$ cat config.mk
export PLATFORM = sky130hd
export DESIGN_NAME = riscv_test_sequencer_flat
export DESIGN_NICKNAME = d
export VERILOG_FILES = /design/src/rtl/riscv_test_sequencer_if.sv /design/src/rtl/riscv_test_sequencer.sv /design/src/flat_wrapper.sv
export SDC_FILE = /design/constraint.sdc
export NUM_CORES = 1
export LEC_CHECK = 0
export ABC_AREA = 0
export CAP_MARGIN = 5
export CORE_MARGIN = 1.5
export CORE_UTILIZATION = 40
export CTS_BUF_LIST = sky130_fd_sc_hd__clkbuf_16
export DETAILED_ROUTE_END_ITERATION = 6
export PLACE_DENSITY_LB_ADDON = 0.1
export SLEW_MARGIN = 20
export SYNTH_ARGS = -nofsm -noshare
export SYNTH_HDL_FRONTEND = slang
export SYNTH_SLANG_ARGS = --single-unit
$ cat constraint.sdc
create_clock -name clk -period 2.8 [get_ports clk]
set_clock_uncertainty 0.05 [all_clocks]
set_input_delay 0.28 -clock clk [delete_from_list [all_inputs] [get_ports clk]]
set_output_delay 0.28 -clock clk [all_outputs]
set_load 0.05 [all_outputs]
$ cat src/rtl/riscv_test_sequencer_if.sv
// Preload stream, external data-memory write port and CPU store snoop bundled for the test sequencer.
// master is the sequencer side; slave is the test source / CPU side.
interface riscv_test_sequencer_if;
  logic        ld_valid;
  logic        ld_ready;
  logic [31:0] ld_data;
  logic        Ext_MemWrite;
  logic [31:0] Ext_WriteData;
  logic [31:0] Ext_DataAdr;
  logic        MemWrite;
  logic [31:0] WriteData;
  logic [31:0] DataAdr;

  modport master (
    input  ld_valid, ld_data, MemWrite, WriteData, DataAdr,
    output ld_ready, Ext_MemWrite, Ext_WriteData, Ext_DataAdr
  );

  modport slave (
    output ld_valid, ld_data, MemWrite, WriteData, DataAdr,
    input  ld_ready, Ext_MemWrite, Ext_WriteData, Ext_DataAdr
  );
endinterface

$ cat src/rtl/riscv_test_sequencer.sv
// Preload-and-check harness: streams parameter words into CPU data memory, releases the CPU and
// watches result/done mailbox stores for a sticky pass/fail/timeout verdict.
module riscv_test_sequencer #(
  parameter int unsigned NUM_WORDS      = 5,
  parameter logic [31:0] BASE_ADDR      = 32'h0200_0000,
  parameter logic [31:0] RESULT_OFFSET  = 32'h0000_000C,
  parameter logic [31:0] DONE_OFFSET    = 32'h0000_0010,
  parameter int unsigned TIMEOUT_CYCLES = 100000
) (
  input  logic                           clk,
  input  logic                           reset,
  input  logic                           start,
  input  logic [31:0]                    expected,
  output logic                           cpu_reset,
  output logic                           busy,
  output logic                           pass,
  output logic                           fail,
  output logic                           timeout,
  output logic [31:0]                    cycle_count,
  riscv_test_sequencer_if.master         bus
);

  typedef enum logic [2:0] {
    S_IDLE, S_LOAD, S_GAP, S_RELEASE, S_RUN, S_PASS, S_FAIL
  } state_t;

  localparam logic [31:0] RESULT_ADDR = BASE_ADDR + RESULT_OFFSET;
  localparam logic [31:0] DONE_ADDR   = BASE_ADDR + DONE_OFFSET;

  state_t      state, state_next;
  logic [7:0]  index;
  logic [8:0]  index_inc;
  logic [31:0] expected_q;
  logic        result_seen, result_ok;
  logic        load_fire, start_fire, result_hit, done_hit, timeout_hit;

  assign bus.ld_ready = (state == S_LOAD);

  always_ff @(posedge clk) begin
    if (!reset) state <= S_IDLE;
    else        state <= state_next;
  end

  always_comb begin
    state_next  = state;
    index_inc   = {1'b0, index} + 9'd1;
    load_fire   = bus.ld_valid && (state == S_LOAD);
    start_fire  = start && (state == S_IDLE || state == S_PASS || state == S_FAIL);
    result_hit  = bus.MemWrite && (bus.DataAdr == RESULT_ADDR);
    done_hit    = bus.MemWrite && (bus.DataAdr == DONE_ADDR) && (bus.WriteData == 32'd1);
    timeout_hit = (cycle_count == TIMEOUT_CYCLES - 32'd1);
    unique case (state)
      S_IDLE:    if (start_fire) state_next = S_LOAD;
      S_LOAD:    if (load_fire) state_next = S_GAP;
      S_GAP:     state_next = ({23'd0, index_inc} < NUM_WORDS) ? S_LOAD : S_RELEASE;
      S_RELEASE: state_next = S_RUN;
      S_RUN: begin
        // a done store in the timeout cycle takes precedence over the timeout
        if (done_hit)         state_next = (result_seen && result_ok) ? S_PASS : S_FAIL;
        else if (timeout_hit) state_next = S_FAIL;
      end
      S_PASS, S_FAIL: if (start_fire) state_next = S_LOAD;
      default:   state_next = S_IDLE;
    endcase
  end

  always_ff @(posedge clk) begin
    if (!reset) begin
      cpu_reset         <= 1'b1;
      busy              <= 1'b0;
      pass              <= 1'b0;
      fail              <= 1'b0;
      timeout           <= 1'b0;
      cycle_count       <= '0;
      index             <= '0;
      expected_q        <= '0;
      result_seen       <= 1'b0;
      result_ok         <= 1'b0;
      bus.Ext_MemWrite  <= 1'b0;
      bus.Ext_WriteData <= '0;
      bus.Ext_DataAdr   <= '0;
    end else begin
      // registered outputs track the state being entered
      cpu_reset <= (state_next != S_RUN);
      busy      <= (state_next == S_LOAD) || (state_next == S_GAP) ||
                   (state_next == S_RELEASE) || (state_next == S_RUN);

      bus.Ext_MemWrite  <= 1'b0;
      bus.Ext_WriteData <= '0;
      bus.Ext_DataAdr   <= '0;
      if (load_fire) begin
        bus.Ext_MemWrite  <= 1'b1;
        bus.Ext_WriteData <= bus.ld_data;
        bus.Ext_DataAdr   <= BASE_ADDR + {22'd0, index, 2'b00};
      end

      if (state == S_GAP) index <= index_inc[7:0];

      if (start_fire) begin
        expected_q  <= expected;
        pass        <= 1'b0;
        fail        <= 1'b0;
        timeout     <= 1'b0;
        cycle_count <= '0;
        index       <= '0;
        result_seen <= 1'b0;
        result_ok   <= 1'b0;
      end

      if (state == S_RUN) begin
        cycle_count <= cycle_count + 32'd1;
        if (result_hit) begin
          result_seen <= 1'b1;
          result_ok   <= (bus.WriteData == expected_q);
        end
        if (state_next == S_PASS) pass <= 1'b1;
        if (state_next == S_FAIL) begin
          fail    <= 1'b1;
          timeout <= !done_hit;
        end
      end
    end
  end

endmodule
$ cat src/flat_wrapper.sv
// flat-port wrapper written by rule: the top's interface ports become plain ports
module riscv_test_sequencer_flat 
#(
  parameter int unsigned NUM_WORDS      = 5,
  parameter logic [31:0] BASE_ADDR      = 32'h0200_0000,
  parameter logic [31:0] RESULT_OFFSET  = 32'h0000_000C,
  parameter logic [31:0] DONE_OFFSET    = 32'h0000_0010,
  parameter int unsigned TIMEOUT_CYCLES = 100000
)
  (clk, reset, start, expected, cpu_reset, busy, pass, fail, timeout, cycle_count, bus_ld_valid, bus_ld_data, bus_MemWrite, bus_WriteData, bus_DataAdr, bus_ld_ready, bus_Ext_MemWrite, bus_Ext_WriteData, bus_Ext_DataAdr);
  riscv_test_sequencer_if bus_i ();
  input  logic clk;
  input  logic reset;
  input  logic start;
  input  logic [31:0] expected;
  output logic cpu_reset;
  output logic busy;
  output logic pass;
  output logic fail;
  output logic timeout;
  output logic [31:0] cycle_count;
  input wire logic [$bits(bus_i.ld_valid)-1:0] bus_ld_valid;
  input wire logic [$bits(bus_i.ld_data)-1:0] bus_ld_data;
  input wire logic [$bits(bus_i.MemWrite)-1:0] bus_MemWrite;
  input wire logic [$bits(bus_i.WriteData)-1:0] bus_WriteData;
  input wire logic [$bits(bus_i.DataAdr)-1:0] bus_DataAdr;
  output wire logic [$bits(bus_i.ld_ready)-1:0] bus_ld_ready;
  output wire logic [$bits(bus_i.Ext_MemWrite)-1:0] bus_Ext_MemWrite;
  output wire logic [$bits(bus_i.Ext_WriteData)-1:0] bus_Ext_WriteData;
  output wire logic [$bits(bus_i.Ext_DataAdr)-1:0] bus_Ext_DataAdr;
  assign bus_i.ld_valid = bus_ld_valid;
  assign bus_i.ld_data = bus_ld_data;
  assign bus_i.MemWrite = bus_MemWrite;
  assign bus_i.WriteData = bus_WriteData;
  assign bus_i.DataAdr = bus_DataAdr;
  assign bus_ld_ready = bus_i.ld_ready;
  assign bus_Ext_MemWrite = bus_i.Ext_MemWrite;
  assign bus_Ext_WriteData = bus_i.Ext_WriteData;
  assign bus_Ext_DataAdr = bus_i.Ext_DataAdr;
  riscv_test_sequencer #(.NUM_WORDS(NUM_WORDS), .BASE_ADDR(BASE_ADDR), .RESULT_OFFSET(RESULT_OFFSET), .DONE_OFFSET(DONE_OFFSET), .TIMEOUT_CYCLES(TIMEOUT_CYCLES)) u_core (.clk(clk), .reset(reset), .start(start), .expected(expected), .cpu_reset(cpu_reset), .busy(busy), .pass(pass), .fail(fail), .timeout(timeout), .cycle_count(cycle_count), .bus(bus_i));
endmodule
Yosys cells after proc, flatten, opt, wreduce, memory -nomap -nowiden. Cells that the tools add are included.

Bits in registers: 147. Bits of input ports: 133. Word-level logic and storage cells: 79.

Add/sub/neg operators: 3. $lt $le $gt $ge: 1. Eq/ne operators: 18. Multiplexer cells: 25. Bitwise logic cells: 1. Reductions and logical operators: 17.

Operators by type and width (count): $eq 32x26->1 const B (2); $mux 32 (2); $add 32x1->32 const B (1); $eq 32x1->1 const B (1); $eq 32x17->1 const B (1); $eq 32x32->1 (1); $add 26x10->27 const A (1); $eq 3x3->1 const B (6); $mux 1 (16); $pmux 3 s5 (1); $eq 3x2->1 const B (4); $mux 3 (4); $add 8x1->9 const B (1); $lt 9x3->1 const B (1); $eq 3x1->1 const B (2); $logic_and 1x1->1 (6); $logic_or 1x1->1 (5); $mux 2 (2); $logic_not 3->1 (1); $ne 3x3->1 const B (1); $reduce_or 3->1 (1); $reduce_and 2->1 (1); $reduce_bool 2->1 (1); $reduce_or 2->1 (1); 2 further kinds (2).

Logic depth before layout (Yosys ltp).
Word-level depth: 10. Gate-level depth with buffers: 8. Mapped depth without buffers: 7.

Worst setup path before layout. No wires, ideal clock.

Path kind: reg-to-reg. Start point: register u_core.cycle_count[0]. End point: register u_core.cycle_count[26]. Arrival time: 2.405 ns. Data required time: 2.635 ns. Setup slack: 0.230 ns. Cell stages (with the launch flop): 8. Buffers on the path: 0. Clock period less this slack: 2.570 ns. Cells stage by stage: dfxtp_1 ha_1 and4_1 nand4_1 nor3_1 nand4_1 and3_1 o21a_1.

Word-level cells in the longest chain between the ends: 2.

Ends and longest elaborated chain: start, declared (RTL line riscv_test_sequencer.sv:19) `output logic [31:0] cycle_count,`; start signal, assigned (RTL line riscv_test_sequencer.sv:111) `cycle_count <= cycle_count + 32'd1;`; $add 32x1->32 (RTL line riscv_test_sequencer.sv:111); $mux 32 (RTL line riscv_test_sequencer.sv:110) `if (state == S_RUN) begin`.

No other way between the ends. A chain may end at the register's enable or synchronous reset.

Worst setup path in the final report.
Start point: register u_core.state[1]. End point: output bus_ld_ready.

Word-level cells in the longest chain between the ends: 1.

Ends and longest elaborated chain: start, declared (RTL line riscv_test_sequencer.sv:30) `state_t state, state_next;`; start signal, assigned (RTL line riscv_test_sequencer.sv:41) `else state <= state_next;`; $eq 3x1->1 (RTL line riscv_test_sequencer.sv:37) `assign bus.ld_ready = (state == S_LOAD);`; end, declared (RTL line flat_wrapper.sv:27) `output wire logic [$bits(bus_i.ld_ready)-1:0] bus_ld_ready;`.

No other way between the ends.

==> run summary <==
drt via density: 4.923
Post-Syn Area: 5579 µm²
critical path fanouts, max: 11
worst stage delay on the critical path: 0.83 ns
Post-synth EDFFs: 0
Via Count: 5130
Tmin final: 2.402 ns
Crit path max-delay family: buffers and inverters
pin count of the biggest net entering global routing: 42
Initial Util: 41.47%
Seq cells post-synth: 124
RSZ-0062 raised after global routing: false
Achievable Freq: 0.4164 GHz
clock sinks: 124
post-cts sizing count: 0
most frequent cells in the layout: clkdlybuf4s50_1, dfxtp_1, nand2_1, and2_1, a21boi_0
CTS Buf Count: 17
Crit Path Class: flop to primary output
worst-path cell chain: buf_4 -> inv_1 -> nand2_1 -> nor2_1 -> clkdlybuf4s50_1
H-tree Lvls: 4
most common cell after layout, fill and taps aside: clkdlybuf4s50_1
Final Hold Vio Count: 0
Most used DFF post-synth: dfxtp_1
vias in the first global route: 5018
Slew headroom: 62.60%
Die ar.: 14670 µm²
PortBufs: 212
die height: 121.1 µm
CP endpoint kind: primary output
n_diodes: 0
GP Congestion: 0.8551
Worst-Margin Slew: 0.5593 ns
row count: 42
First-pass DRT Iterations: 5
Detail Route Antenna Nets: 0
first-pass GRT wire length: 24.82 mm
drt total wl: 15.89 mm
CTS tree: done
max-slew violations: 0
Critical Path RT: 2.47 ns
Worst path slowest cell: clkdlybuf4s50_1
final std cells w/o fill: 1042
worst path arrival time: 2.07 ns
Post-CTS Hold Buffers: 0
final worst path period share: 85.77%
Area Growth Syn to Fin: 50.10%
Synth Area per Inst: 8.758 µm²
DR iter-0 viols: 245
clk buf depth: 2
fin nets: 989
FFs w/ async S/R, synth: 0%
setup tns final: 0 ns
PwrDens: 529.4 nW/µm²
CTS root buffer: clkbuf_16
overall routing resource usage: 21.62%
routed length per instance: 15.25 µm
Placed Cells: 1011
layout cells sized above 1: 5.774%
Finished Core Util: 62.25%
clk_lat worst skew: 0.41 ns
dpl hpwl: 11.86 mm
Max Cap Violations: 0
CP Buf/Inv Count: 3
IO Pins: 236
clk slew on worst S/H paths: 0.05 ns
die width: 121.1 µm
Post-Synthesis Cells: 637
VDD IR max: 0.0003239 V
final setup fails: 0
CP startpoint kind: flop
sequential-to-total area share from yosys stat: 44.49%
synth unique cells: 49
drt drc: 0
initial antenna violation count: 0
outcome: completed
Leakage: 3.204 nW
gr ovfl total: 0
core footprint: 13450 µm²
worst hold path class: input port to flop
Post-CTS Setup Inserts: 0
yosys warns: 0
-- cell families after synthesis --
kind of cell	share of synthesized area, %
and+or+nand+nor	27.81
DFF	44.49
AOI/OAI and AO/OA	11.17
buffers and inverters	5.719
xor gates and xnor gates	7.064
muxes	3.229
adders and majority gates	0.4485
other	0.06722
-- where the power goes --
group          leakage [nW]  internal [mW]  switching (mW)
clock                 0.276           1.27           0.736
sequential             1.01           1.81          0.0311
combinational          1.92          0.278           0.303
total                  3.20           3.36            1.07
-- tightest hold or removal path, delay by kind of cell --
kind | cells | cell delay (ns)
buffers and inverters | 1 | 0.26
and+or+nand+nor | 1 | 0.12
muxes | 1 | 0.06
-- layout make-up --
type	instances	area [µm²]
Clock buffer	17	425.4
Clock inverter	14	113.9
Fill cell	1170	5079
Inverter	7	26.28
Multi-Input combinational cell	477	2877
Sequential cell	124	2482
Tap cell	176	220.2
Timing Repair Buffer	227	2230
-- cells in the mapped netlist, types with 3 or more instances --
cell type  instances  area share (%)
mux2i_1           18             3.2
a31oi_1            7            0.78
nand3_1           20             1.8
clkbuf_1          25             1.7
buf_4             23             3.1
a21boi_0          38             5.1
and2_1            61             6.8
nor3_1             7            0.63
nand4_1           19             2.1
nor4b_1            3            0.47
nand2_1          114             7.7
nor2_1            28             1.9
o211ai_1           3            0.40
xor2_1            12             1.9
a21oi_1            8            0.72
or3_1              3            0.34
o21a_1             5            0.67
and4_1             4            0.63
o21ai_0           12             1.1
and3_1            10             1.1
nor2b_1            3            0.34
nor4_1            18             2.0
dfxtp_1          124              44
xnor2_1           33             5.2
inv_1              7            0.47
-- sequential cells by signal (all words and copies together) (netlist names) --
name,flops
u_core.bus.Ext_WriteData,32
u_core.cycle_count,32
u_core.expected_q,32
u_core.bus.Ext_DataAdr,9
u_core.index,8
u_core.state,3
u_core.bus.Ext_MemWrite,1
u_core.busy,1
u_core.cpu_reset,1
u_core.fail,1
u_core.pass,1
u_core.result_ok,1
u_core.result_seen,1
u_core.timeout,1
-- final timing paths --
check,depth (start not counted),slack [ns],end,from
max,5,0.40,bus_ld_ready,u_core.state[1]
min,3,0.31,u_core.busy,reset
max reg2reg,7,0.48,u_core.busy,u_core.cycle_count[0]
min reg2reg,2,0.42,u_core.expected_q[13],u_core.expected_q[13]
-- metrics by stage --
| step | hold WS (ns) | total power, mW | worst slack (ns) | instance area [µm²] |
|---|---|---|---|---|
| floorplan | 0.3517 | 2.200 | 0.2300 | 5662 |
| global route | 0.3414 | 4.612 | 0.2908 | 8374 |
| global placement | 0.4167 | 2.458 | 0.2670 | 7835 |
| detailed placement | 0.4212 | 2.464 | 0.2525 | 7835 |
| CTS | 0.3130 | 4.476 | 0.3849 | 8374 |
| finish | 0.3131 | 4.433 | 0.3985 | 8374 |
-- layer usage --
layer	global-route usage [%]	part of all wire, %
met4	6.985	1.9
met3	7.519	7.9
met1	26.33	43
met5	0	0
met2	35.72	48
Power figures use the tool's default switching activity.
==> RTL edit 1, RTL diff (same flow settings) <==
Re-encode `state_t` (7 states) as one-hot, 7 bits wide.
--- a/src/rtl/riscv_test_sequencer.sv
+++ b/src/rtl/riscv_test_sequencer.sv
@@ -20,8 +20,8 @@
   riscv_test_sequencer_if.master         bus
 );
 
-  typedef enum logic [2:0] {
-    S_IDLE, S_LOAD, S_GAP, S_RELEASE, S_RUN, S_PASS, S_FAIL
+  typedef enum logic [6:0] {
+    S_IDLE = 7'b0000001, S_LOAD = 7'b0000010, S_GAP = 7'b0000100, S_RELEASE = 7'b0001000, S_RUN = 7'b0010000, S_PASS = 7'b0100000, S_FAIL = 7'b1000000
   } state_t;
 
   localparam logic [31:0] RESULT_ADDR = BASE_ADDR + RESULT_OFFSET;
Formal check against the unedited RTL: no difference found for any inputs over 10 cycles, from zero or initial values and one cycle with reset low; not proved beyond that.
==> RTL edit 1 against the unedited design <==
Sequential cell count rose by 4; design area rose by 1.4%; count of clock-buffer cells in the layout did not move; non-clock buffer count fell by 6; critical path type unchanged; wire length fell by 1.3%; die area rose by 0.31%; worst setup slack got worse by 0.16 ns; first-iteration DRC count rose by 38%; synthesized cell count rose by 3.6%; register-to-register slack got worse by 0.16 ns; worst hold slack improved by 0.043 ns; global-route usage fell by 0.081 points; synthesized area rose by 0.31%; power rose by 12%.
==> RTL edit 1: results (changes against the unedited design) <==
logic_synthesis:
  synth_mux_area_frac: 0.0197  # -0.0126
  yosys-top-cells-area: "dfxtp_1, nand2_1, xnor2_1"
  seq_area_frac_synth: 0.458  # +0.0129
  synthTopCellsByCount: "dfxtp_1, nand2_1, nor2_1"
  synth-xor-area-share: 0.0689  # -0.00179
  synthAdderAreaFrac: 0.00447  # -0.0000140
  yosysUniqueCellTypes: 53  # +8.2%
final_layout:
  fin_cells: 1060  # +1.7%
  drive_gt1_frac: 0.0602  # +0.00249
  fillers: 1231  # +5.2%
  synthToLayoutAreaGrowth_pct: 51.8
worst_setup_path:
  critPathArrivalTime_ns: 2.23  # +0.16 ns
  slowest_stage: "dlygate4sd2_1"
  cp_max_fo: 7  # -4
  critPathTopFamily: "simple AND/OR/NAND/NOR gates"
  r2r_cells: 6  # -1
place:
  placed_area_mm2: 0.00783  # about the same
  dp_slack_ns: 0.433  # +0.181 ns
  hpwlAfterDp_um: 11600  # -2.1%
detailed_routing:
  first_iter_violations: 339  # +38%
  met3_length_um: 985  # -21%
  met2_length_um: 7880  # +4.3%
  via_per_inst: 5.06  # +2.9%
  wl_per_cell_um: 14.8  # -3.0%
  drt-met1-wl_um: 6520  # -3.9%
global_routing:
  first_global_vias: 5115  # +1.9%
  grt_use_met1: 0.262  # -0.00141
  grt_pass1_wl_um: 24900  # +0.14%
  grt_start_max_net_pins: 58  # +38%
  grtUsageMet2: 0.359  # +0.00151
  use_met3: 0.0630  # -0.0122
power:
  p_leak_nw: 3.12  # -2.6%
  ir_drop_mv: 0.411  # +27%
outcome:
  status: "complete, no violations"
-- RTL edit 1: cell types whose count changed after synthesis, moves of 4 or more --
cell	before	now
and2_1	61	41
nor2_1	28	52
nand2_1	114	107
nand3_1	20	24
nand3b_1	0	4
and3_1	10	16
mux2_1	0	6
a21boi_0	38	0
dfxtp_1	124	128
nor4_1	18	23
mux2i_1	18	2
a21oi_1	8	48
clkbuf_1	25	29
-- RTL edit 1: final cells by class --
class / count / area share
Clock buffer: 17 / 0.0501
Clock inverter: 15 / 0.0283
Timing Repair Buffer: 221 / 0.259
Multi-Input combinational cell: 493 / 0.332
Sequential cell: 128 / 0.302
Inverter: 6 / 0.00265
Tap cell: 180 / 0.0265
-- RTL edit 1: final timing paths --
path,from,endpoint,slack (ns)
worst min-delay path,expected[14],u_core.expected_q[14],0.36
worst min register to register,u_core.result_seen,u_core.result_seen,0.41
worst max register to register,u_core.cycle_count[4],u_core.state[4],0.32
worst max-delay path,u_core.state[0],bus_ld_ready,0.24
-- RTL edit 1: power breakdown --
group | internal, mW | total [mW] | switching (mW)
logic | 0.276 | 0.576 | 0.300
clock network | 1.66 | 2.48 | 0.815
registers | 1.87 | 1.91 | 0.0419
-- RTL edit 1: what timing repair did --
| action | in CTS | in global routing |
|---|---|---|
| setup endpoints to repair | 1 | 0 |
| gates resized for setup | 1 | 0 |
| hold buffers | 0 | 0 |
-- RTL edit 1: logic make-up after synthesis --
| group | after synthesis |
|---|---|
| AOI/OAI and AO/OA | 92 |
| and+or+nand+nor | 322 |
| buffers and inverters | 61 |
| muxes | 10 |
| xor gates and xnor gates | 44 |
| DFF | 128 |
| adders and majority gates | 2 |
| other | 1 |
-- RTL edit 1: worst min-delay path, stage by stage --
cell and delay (ns):
clkdlybuf4s50_1 0.39, nand2_1 0.05, a21oi_1 0.05
==> RTL edit 2, RTL diff (config.mk and constraints unchanged) <==
Made on the original files. `RESULT_OFFSET` is set to 32'h0000_000C in 2 places; all go to 32'h00000006.
--- a/src/rtl/riscv_test_sequencer.sv
+++ b/src/rtl/riscv_test_sequencer.sv
@@ -3,7 +3,7 @@
 module riscv_test_sequencer #(
   parameter int unsigned NUM_WORDS      = 5,
   parameter logic [31:0] BASE_ADDR      = 32'h0200_0000,
-  parameter logic [31:0] RESULT_OFFSET  = 32'h0000_000C,
+  parameter logic [31:0] RESULT_OFFSET  = 32'h00000006,
   parameter logic [31:0] DONE_OFFSET    = 32'h0000_0010,
   parameter int unsigned TIMEOUT_CYCLES = 100000
 ) (
--- a/src/flat_wrapper.sv
+++ b/src/flat_wrapper.sv
@@ -3,7 +3,7 @@
 #(
   parameter int unsigned NUM_WORDS      = 5,
   parameter logic [31:0] BASE_ADDR      = 32'h0200_0000,
-  parameter logic [31:0] RESULT_OFFSET  = 32'h0000_000C,
+  parameter logic [31:0] RESULT_OFFSET  = 32'h00000006,
   parameter logic [31:0] DONE_OFFSET    = 32'h0000_0010,
   parameter int unsigned TIMEOUT_CYCLES = 100000
 )
Check against the original RTL: no difference found for any inputs over 10 cycles, from zero or initial values and one cycle with reset low; that may be too few to reach the edited logic, so the function may still have changed.
==> RTL edit 2 against the unedited design <==
Worst setup slack got worse by 0.20 ns; sequential cell count did not move; synthesized area rose by 0.54%; maximum frequency fell by 7.6%; design area rose by 1.1%; synthesized cell count rose by 1.4%; power rose by 5.2%; worst hold slack got worse by 0.081 ns; critical path depth fell by 3; clock power rose by 12%; critical path type unchanged; wire length fell by 2.4%.
==> RTL edit 2: results (changes against the unedited design) <==
place:
  dp_slack_ns: 0.284  # +0.0319 ns
  place_congestion: 0.915  # +7.0%
  placed_area_mm2: 0.00786  # +0.34%
  hpwlAfterDp_um: 11900  # about the same
  io_buffer_count: 212  # unchanged
worst_setup_path:
  cp_max_fo: 11  # unchanged
  critPathArrivalTime_ns: 2.27  # +0.20 ns
  r2r_cells: 8  # +1
  reg2reg_slack_ns: 0.31  # -0.17 ns
  r2r-end: "u_core.cycle_count[28]"
  r2r_start: "u_core.cycle_count[0]"
final_layout:
  drive_gt1_frac: 0.0595  # +0.00176
  num_antenna_cells: 0  # unchanged
  finalNetCount: 996  # +0.71%
  fin_cells: 1054  # +1.2%
  biggestRegsByFlops: "u_core.bus.Ext_WriteData: 32 flops, u_core.cycle_count: 32 flops, u_core.expected_q: 32 flops"
clock_network:
  cts_max_level: 4  # unchanged
  clockRootBuffer: "clkbuf_16"
  numCtsBuffers: 17  # unchanged
  clk_path_buf_depth: 2  # unchanged
  cts_resized: 0  # unchanged
  cts.clk_slew.worst_paths_ns: 0.05  # about the same
  worstSkewPairLatency_ns: 0.42
  post_cts_buffers: 0  # unchanged
power:
  ir_drop_mv: 0.396  # +22%
  p_leak_nw: 3.15  # -1.7%
  power_switching_share: 0.238  # -0.00363
logic_synthesis:
  yosys-top-cells-area: "dfxtp_1, nand2_1, and2_1"
  synth_warnings: 0  # unchanged
  synthTopCellsByCount: "dfxtp_1, nand2_1, and2_1"
  seq_area_frac_synth: 0.443  # -0.00238
  syn_avg_cell_area_um2: 8.68  # -0.86%
  yosysUniqueCellTypes: 50  # +2.0%
  ys_async_sr_fraction: 0  # unchanged
global_routing:
  grt_use_total: 0.214  # -0.00220
  grt_pass1_wl_um: 24200  # -2.6%
  antenna_found_initial: 0  # unchanged
  grt_start_max_net_pins: 42  # unchanged
  first_global_vias: 4922  # -1.9%
detailed_routing:
  wl_per_cell_um: 14.7  # -3.6%
  first_iter_violations: 303  # +24%
  dr_total_vias: 5240  # +2.1%
  drt-pass1-iter-count: 5  # unchanged
min_path:
  hold_start: "reset"
  min_path_type: "input pin to register"
  whs_endpoint: "u_core.cycle_count[3]"
  hold_depth: 2  # -1
sta:
  whs_ns: 0.232  # -0.0811 ns
  slew_viol_final: 0  # unchanged
  max_slew_margin: 0.537  # -0.0894
outcome:
  status: "complete, no violations"
[RTL edit 2: final cells by class]
type	instances	area, um2
fill	1227	5300
timing repair buffer	227	2230
inverter	9	33.8
clock inverter	15	183
sequential	124	2480
multi-input combinational	482	2890
clock buffer	17	425
tap	180	225
[RTL edit 2: per-layer routing]
| metal | GRT usage | vias to the layer above | share of wire |
|---|---|---|---|
| li1 | - | 2617 | - |
| met1 | 0.250 | 2406 | 0.42 |
| met2 | 0.367 | 205 | 0.49 |
| met3 | 0.0700 | 12 | 0.078 |
| met4 | 0.0743 | 0 | 0.012 |
| met5 | 0 | - | 0 |
[RTL edit 2: cells by family (layout without fill, tap and decap cells)]
kind of cell,after synthesis,count (layout),synth area share
mux,13,13,0.0232
simple gates,301,301,0.281
flops,124,124,0.443
fa+ha+maj,2,2,0.00446
xor+xnor,43,43,0.0671
other cells,1,23,0.000669
compound gates,100,100,0.124
buf+inv,62,268,0.0573
[RTL edit 2: power by group through the flow]
| stage | sequential (mW) | clock (mW) | combinational [mW] |
|---|---|---|---|
| global route | 1.85 | 2.37 | 0.613 |
| CTS | 1.85 | 2.30 | 0.574 |
| floorplan | 1.92 | 0 | 0.272 |
| finish | 1.85 | 2.25 | 0.570 |
| detailed placement | 1.88 | 0 | 0.572 |
| global placement | 1.88 | 0 | 0.565 |
[RTL edit 2: worst max path at each step]
stage	start	endpoint	slack (ns)	cells after the start
4_1_cts	u_core.state[0]	bus_ld_ready	0.23	2
3_3_place_gp	bus_DataAdr[4]	u_core.busy	0.35	9
5_1_grt	u_core.state[0]	bus_ld_ready	0.07	2
6_report	u_core.state[0]	bus_ld_ready	0.20	2
3_5_place_dp	bus_WriteData[8]	u_core.busy	0.28	9
2_1_floorplan	u_core.cycle_count[8]	u_core.cycle_count[28]	0.04	7
[RTL edit 2: critical path, cell delays in order, from the launching register on]
cell and delay [ns]:
dfxtp_1 0.51, nor3b_1 0.42, clkdlybuf4s50_1 0.92
